## src/rtl/register_pair_bank.sv

```systemverilog
`default_nettype none
// ============================================================================
//  Module      : register_pair_bank
//  Description : Bank of register pairs, each readable/writable as a high
//                half, low half or full double-width word. A per-pair
//                increment/decrement step carries across the halves, and all
//                outputs are registered with an explicit bus drive enable.
//  Revision    : 1.0 - initial release
// ============================================================================
module register_pair_bank #(
    parameter int                    HALF_W    = 8,
    parameter int                    PAIRS     = 4,
    parameter int                    SEL_W     = 2,
    parameter logic [2*HALF_W-1:0]   RESET_VAL = '0
) (
    input  logic                  clk,
    input  logic                  rst,
    input  logic [2*HALF_W-1:0]   bus_in,
    input  logic [SEL_W-1:0]      sel_in,
    input  logic                  cs_h_in,
    input  logic                  cs_l_in,
    input  logic                  cs_16_in,
    input  logic [SEL_W-1:0]      sel_out,
    input  logic                  cs_h_out,
    input  logic                  cs_l_out,
    input  logic                  cs_16_out,
    input  logic [SEL_W-1:0]      sel_step,
    input  logic                  inc,
    input  logic                  dec,
    output logic [2*HALF_W-1:0]   bus_out,
    output logic                  bus_oe,
    output logic                  step_wrap,
    output logic                  step_zero
);

    localparam int               c_BUS_W = 2 * HALF_W;
    localparam logic [SEL_W:0]   c_PAIRS = (SEL_W + 1)'(PAIRS);
    localparam logic [c_BUS_W-1:0] c_ONE = {{(c_BUS_W - 1){1'b0}}, 1'b1};

    // Pair storage and its next-state image
    logic [c_BUS_W-1:0] r_pair_q [PAIRS];
    logic [c_BUS_W-1:0] w_pair_d [PAIRS];

    // Selected operands and decoded controls
    logic [c_BUS_W-1:0] w_rd_pair;
    logic [c_BUS_W-1:0] w_rd_data;
    logic [c_BUS_W-1:0] w_step_cur;
    logic [c_BUS_W-1:0] w_step_res;
    logic               w_step_act;
    logic               w_step_wrap;
    logic               w_rd_any;

    // Selects beyond the populated pairs never match a pair in the muxes
    // below, so reads of them return zero and steps of them are dropped.
    assign w_step_act  = (inc ^ dec) && ({1'b0, sel_step} < c_PAIRS);
    assign w_step_res  = inc ? (w_step_cur + c_ONE) : (w_step_cur - c_ONE);
    assign w_step_wrap = inc ? (&w_step_cur) : (w_step_cur == '0);
    assign w_rd_any    = cs_h_out | cs_l_out | cs_16_out;

    // Select the pairs addressed by the read and step ports
    always_comb begin
        w_rd_pair  = '0;
        w_step_cur = '0;
        for (int p = 0; p < PAIRS; p++) begin
            if (sel_out == SEL_W'(p)) begin
                w_rd_pair = r_pair_q[p];
            end
            if (sel_step == SEL_W'(p)) begin
                w_step_cur = r_pair_q[p];
            end
        end
    end

    // Shape read data by strobe priority: high half, low half, full pair
    always_comb begin
        w_rd_data = '0;
        if (cs_h_out) begin
            w_rd_data = {{HALF_W{1'b0}}, w_rd_pair[c_BUS_W-1:HALF_W]};
        end else if (cs_l_out) begin
            w_rd_data = {{HALF_W{1'b0}}, w_rd_pair[HALF_W-1:0]};
        end else if (cs_16_out) begin
            w_rd_data = w_rd_pair;
        end
    end

    // Next pair values: the step applies first, then a write overlays the
    // halves it targets, so an unwritten half keeps the stepped value.
    always_comb begin
        for (int p = 0; p < PAIRS; p++) begin
            w_pair_d[p] = r_pair_q[p];
            if (w_step_act && (sel_step == SEL_W'(p))) begin
                w_pair_d[p] = w_step_res;
            end
            if (sel_in == SEL_W'(p)) begin
                if (cs_h_in) begin
                    w_pair_d[p][c_BUS_W-1:HALF_W] = bus_in[HALF_W-1:0];
                end else if (cs_l_in) begin
                    w_pair_d[p][HALF_W-1:0] = bus_in[HALF_W-1:0];
                end else if (cs_16_in) begin
                    w_pair_d[p] = bus_in;
                end
            end
        end
    end

    // Register pairs, read data and step flags; reset overrides all strobes
    always_ff @(posedge clk) begin
        if (rst) begin
            for (int p = 0; p < PAIRS; p++) begin
                r_pair_q[p] <= RESET_VAL;
            end
            bus_out   <= '0;
            bus_oe    <= 1'b0;
            step_wrap <= 1'b0;
            step_zero <= 1'b0;
        end else begin
            for (int p = 0; p < PAIRS; p++) begin
                r_pair_q[p] <= w_pair_d[p];
            end
            bus_out <= w_rd_data;
            bus_oe  <= w_rd_any;
            if (w_step_act) begin
                step_wrap <= w_step_wrap;
                step_zero <= (w_step_res == '0);
            end
        end
    end

endmodule
`default_nettype wire
```

## config.mk

```make
export PLATFORM = sky130hd
export DESIGN_NAME = register_pair_bank
export DESIGN_NICKNAME = d
export VERILOG_FILES = /design/src/rtl/register_pair_bank.sv
export SDC_FILE = /design/constraint.sdc
export NUM_CORES = 1
export LEC_CHECK = 0
export CAP_MARGIN = 30
export CORE_UTILIZATION = 58
export CTS_CLUSTER_SIZE = 30
export DETAILED_ROUTE_END_ITERATION = 7
export GPL_ROUTABILITY_DRIVEN = 0
export PLACE_DENSITY = 0.81
export SLEW_MARGIN = 40
export SYNTH_ARGS = -nofsm -noshare
export SYNTH_HDL_FRONTEND = slang
export SYNTH_SLANG_ARGS = --single-unit
```

## constraint.sdc

```tcl
create_clock -name clk -period 5.63 [get_ports clk]
set_input_delay 1.126 -clock clk [delete_from_list [all_inputs] [get_ports clk]]
set_output_delay 1.126 -clock clk [all_outputs]
set_load 0.1 [all_outputs]
```

==> out/metrics.csv, run 1 <==
metric,value,unit
cts_resized,0,
dieArea,9165,µm²
top_layer,met4,
synth_cell_type_count,47,
p_leak,2.359,nW
setup_viol,0,
syn_nets,613,
fp-row-count,33,
hold_class,register to register,
clock_path_buffers,2,
cts_inserted_buffers,9,
multi_input_area,3314,µm²
vias_per_cell,6.698,
synth_top_family_by_area,multiplexers,
hpwl,10.78,mm
crit_chain,clkdlybuf4s50_1 -> buf_4 -> mux4_2 -> ha_1 -> a21oi_1 -> a21boi_0 -> a211oi_1 -> xor2_1 -> nand4_1 -> nor3_1 -> nand4b_1 -> o31ai_2,
post-route-util,69.80,%
cp_max_fo,9,
worst_pin_slew,0.8390,ns
drt_iter0_drc,416,
syn_area_per_cell,9.020,µm²
preCtsSetupSlack,0.5781,ns
fmax,0.2090,GHz
place_inst,696,
final_hold_viol_count,0,
ios,51,
tns,0,ns
cts_tree,built,
synth-compound-area-share,17.80,%
worst_hold_slack,0.5061,ns
drive_gt1_share,15.49,%
final_max_slew_viol_count,0,
synth_seq_cells,83,
m1WireLength,5.772,mm
async_reset_ff_share,0,%
routed_wl,15.03,mm
finalCritPeriodShare,84.97,%
irDropWorstVdd,181.3,µV
dpl-instance-area,5590,µm²
cap_violations,0,
worstPathRequired,5.92,ns
power,1.630,mW
die_h,95.74,µm
syn-cell-area,5096,µm²
diodes,0,
synthCells,565,
grt_pass1_wl,23.48,mm
numPortBuffers,50,
fin_nets,650,
die_w,95.74,µm
power.density,279.9,nW/µm²
post-route-drc-count,0,
root_buffer,clkbuf_8,
crit_type,input pin to register,
layout_common_cells,"nor2_1 (88), dfxtp_1 (83), nand2_1 (54)",
yosys.area_share.xor_xnor,2.922,%
grt_pass1_vias,4564,
start_util,61.10,%
clock-sinks,83,
grt.total_usage,35.01,%
fillers,619,
crit_arrival,5.07,ns
vias,4769,
core_region_area,8341,µm²
regArea,1662,µm²
yosys.area_share.simple,18.29,%
fin_ws,0.8460,ns
slew_headroom,43.86,%
cts_setup_buffers,0,
synth_edf_count,0,
clk_pin_slew_worst_paths,0.10,ns
layout_commonest_cell,nor2_1,
ys.warnings.count,0,
clock_latency,0.37,ns
syn_to_final_growth,14.24,%
wl_per_cell,21.11,µm
hold_buffers,0,
htree_levels,3,
grt_max_degree,37,
synth_fa_ha_area_share,4.076,%
rsz0062_at_grt,false,
crit_slowest_cell,clkdlybuf4s50_1,
dr_wl_met2,6.989,mm
min_period,4.784,ns
ant_nets,0,
skew,0.01586,ns
startpoint_type,input pin,
status,finished clean,
fin_area,5822,µm²
cp-end-kind,register,
drtPass1Iterations,6,
grt-ovfl-total,0,
slowest_delay,0.81,ns
yosysSeqAreaShare,32.60,%
synth_ff_type,dfxtp_1,
instances_no_fill,712,
yosys-mux-area-fraction,21.41,%
antenna_found_initial,0,
dr_wl_met3,1.703,mm
[worst max-delay path, delay by kind of cell]
kind	cells	cell delay, ns
buf+inv	2	1.15
compound gates	4	0.99
mux	1	0.56
simple gates	3	0.55
fa+ha+maj	1	0.37
xor+xnor	1	0.32
[logic make-up after synthesis]
kind of cell,after synthesis
compound gates,133
xor+xnor,17
fa+ha+maj,16
buf+inv,39
flops,83
mux,69
simple gates,208
[cells in the mapped netlist, drive strengths merged (8+ instances only)]
| library cell | n | area share [%] |
|---|---|---|
| a211oi | 12 | 1.8 |
| a21oi | 29 | 2.8 |
| a22oi | 8 | 1.2 |
| a2bb2oi | 8 | 1.4 |
| and2 | 11 | 1.4 |
| clkbuf | 26 | 1.9 |
| dfxtp | 83 | 33 |
| ha | 15 | 3.7 |
| mux2i | 37 | 7.3 |
| mux4 | 32 | 14 |
| nand2 | 55 | 4.1 |
| nor2 | 88 | 6.5 |
| nor3 | 12 | 1.2 |
| o211ai | 10 | 1.5 |
| o21ai | 22 | 2.2 |
| o22a | 8 | 1.4 |
| o22ai | 16 | 2.0 |
| xnor2 | 14 | 2.4 |
[state kept, by name, indices dropped and copies added (netlist names)]
register and flops:
bus_oe 1, bus_out 16, step_zero 1, r_pair_q 64
step_wrap 1
[final cells by class]
class	instances	area share (%)
multi-input cells	443	56.93
flip-flops and latches	83	28.54
repair buffers	59	7.952
well taps	105	2.257
clock buffers	9	2.128
clock inverters	7	1.805
inverters	6	0.3868
[power by group]
group          switching [mW]  total (mW)  leakage [nW]  internal [mW]
clock                   0.245       0.503         0.118          0.258
sequential             0.0300       0.659         0.678          0.629
combinational           0.283       0.468          1.56          0.185
total                   0.557        1.63          2.36           1.07
[layer usage]
layer  vias to the layer above  track usage (%)
met5                         -                0
met4                         0            18.53
met3                        55            7.267
met2                       329            55.48
met1                      2212            45.05
li1                       2173                -
[path summary, 6_finish.rpt]
kind	slack (ns)	to	cells past startpoint	from
worst max-delay path	0.85	step_zero	12	sel_step[0]
worst min-delay path	0.51	r_pair_q[0][7]	2	r_pair_q[0][7]
worst max register to register	2.23	step_zero	10	r_pair_q[3][2]
worst min register to register	0.51	r_pair_q[0][7]	2	r_pair_q[0][7]
Note: power is estimated with default switching activity, not from simulation.
==> run 2: changes to the inputs <==
- clock period: 5.63 -> 4.8 ns (I/O delays scaled with it)
==> run 2 against run 1 <==
Utilization grew 0.30 points. Worst hold slack improved by 0.010 ns. Combinational power up 23%. Flip-flop and latch count did not move. First-iteration DRC count grew 44%. Sequential share of layout area is 0.12 points lower. Global-route usage increased by 1.2 points. Routed wire length up 3.7%. Critical path depth up 1. Sequential power rose by 18%. Design area increased by 0.43%. Final cell count rose by 1.3%. Critical endpoint unchanged. Largest power group unchanged.
==> out/metrics.csv, run 2 (synthesis results as in run 1) <==
metric,value,unit,change
status,finished clean,,
clk_pin_slew_worst_paths,0.09,ns,about the same
grt_max_degree,57,,+54%
instances_no_fill,721,,+1.3%
irDropWorstVdd,142.2,µV,-22%
power.density,323.6,nW/µm²,+16%
skew,0.01226,ns,-0.003605 ns
final_max_slew_viol_count,0,,unchanged
met1_usage,45.61,%,+0.56 points
fin_nets,659,,+1.4%
slew_headroom,41.87,%,-2.0 points
p_clk_share,28.5,%,-2.4 points
p_sw_share,35.66,%,+1.5 points
antenna_found_initial,0,,unchanged
start_util,61.10,%,unchanged
vias_per_cell,6.882,,+2.7%
finalCritPeriodShare,92.58,%,
drtPass1Iterations,6,,unchanged
drive_gt1_share,16.23,%,+0.75 points
clock-sinks,83,,unchanged
worstPathRequired,5.10,ns,-0.82 ns
post-route-util,70.10,%,+0.30 points
critical_path.startpoint,sel_step[0],,
routed_wl,15.58,mm,+3.7%
fin_area,5847,µm²,+0.43%
r2r_slack,1.32,ns,-0.91 ns
crit_type,input pin to register,,
reg_top3,"r_pair_q: 64 flops, bus_out: 16 flops",,
cts_inserted_buffers,9,,unchanged
power_frac_comb,30.5,%,+1.8 points
gr-usage-met2,57.14,%,+1.7 points
crit_arrival,4.74,ns,-0.33 ns
cts_setup_buffers,0,,unchanged
worstHoldStart,r_pair_q[1][7],,
layout_commonest_cell,nor2_1,,
fmax,0.2250,GHz,
drt_iter0_drc,601,,+44%
seqPwrFrac,41.1,%,+0.7 points
p_int,1.217,mW,+14%
p_switching,674.6,µW,+21%
grt-ovfl-total,0,,unchanged
place_inst,705,,+1.3%
die_w,95.74,µm,unchanged
cp_max_fo,11,,+2
p_leak,2.379,nW,+0.87%
worst_pin_slew,0.8653,ns,+0.02624 ns
hold_class,register to register,,
hold_buffers,0,,unchanged
cp-end-kind,register,,
syn_to_final_growth,14.73,%,
final_hold_viol_count,0,,unchanged
largest_reg_flops,64,,unchanged
regMostFlops,r_pair_q,,
core_region_area,8341,µm²,unchanged
timing.rr.start,r_pair_q[0][2],,
post-route-drc-count,0,,unchanged
clock_latency,0.38,ns,about the same
cts_tree,built,,
htree_levels,3,,unchanged
die_h,95.74,µm,unchanged
ant_nets,0,,unchanged
wl_per_cell,21.61,µm,+2.4%
dpl-instance-area,5647,µm²,+1.0%
setup_viol,0,,unchanged
clock_path_buffers,2,,unchanged
cts_resized,0,,unchanged
grt_pass1_vias,4654,,+2.0%
grt.total_usage,36.17,%,+1.2 points
preCtsSetupSlack,0.1242,ns,-0.4539 ns
diodes,0,,unchanged
root_buffer,clkbuf_8,,
vias,4962,,+4.0%
numPortBuffers,50,,unchanged
dieArea,9165,µm²,unchanged
min_period,4.444,ns,
startpoint_type,input pin,,
fp-row-count,33,,unchanged
grt.busiest_layer,met2,,
ios,51,,unchanged
tns,0,ns,unchanged
met3_usage,8.057,%,+0.79 points
cap_violations,0,,unchanged
layout_common_cells,"nor2_1 (88), dfxtp_1 (83), nand2_1 (54)",,
grt_pass1_wl,24.27,mm,+3.4%
rsz0062_at_grt,false,,
fin_ws,0.3560,ns,-0.4900 ns
hpwl,11.36,mm,+5.4%
run 2: worst paths after layout:
kind | to | cells after the start
setup / recovery | step_zero | 13
hold / removal | r_pair_q[1][7] | 2
setup reg to reg | r_pair_q[2][11] | 10
hold reg to reg | r_pair_q[1][7] | 2
run 2: layout make-up:
class	instances	area, µm²
fill	642	2494
inverter	6	22.52
tap	105	131.4
clock buffer	9	123.9
timing repair buffer	68	530.5
clock inverter	7	81.33
sequential	83	1662
multi-input combinational	443	3296
run 2: metrics by stage:
step	hold WS, ns	power (mW)
after CTS	0.5074	1.876
after global routing	0.5324	1.960
after floorplan	0.4653	1.168
final	0.5161	1.892
after detailed placement	0.4954	1.347
after global placement	0.4848	1.335
run 2: worst max-delay path: stages:
cell and delay (ns):
clkdlybuf4s50_1 0.46, buf_4 0.18, buf_4 0.24, mux4_2 0.58, ha_1 0.37, a21oi_1 0.29, a21boi_0 0.20, a211oi_1 0.35
xor2_1 0.41, nand4_1 0.16, nor3_1 0.23, nand4b_1 0.14, o31ai_2 0.17
run 2: layer usage:
layer  wire, µm  share of wire, %
met5          0                 0
met4        865               5.6
met3       1738                11
met2       7232                46
met1       5748                37
run 2: power by group through the flow:
stage          logic (mW)  registers [mW]  clock network (mW)
3_3_place_gp        0.549           0.786                   0
6_report            0.577           0.777               0.538
3_5_place_dp        0.557           0.789                   0
4_1_cts             0.561           0.774               0.541
5_1_grt             0.614           0.780               0.566
2_1_floorplan       0.353           0.815                   0
==> run 3: changes to the inputs <==
- CTS_CLUSTER_DIAMETER: not set -> 150
==> results of run 3 <==
Same layout as run 2: the final DEF is identical, and so are final timing and power.
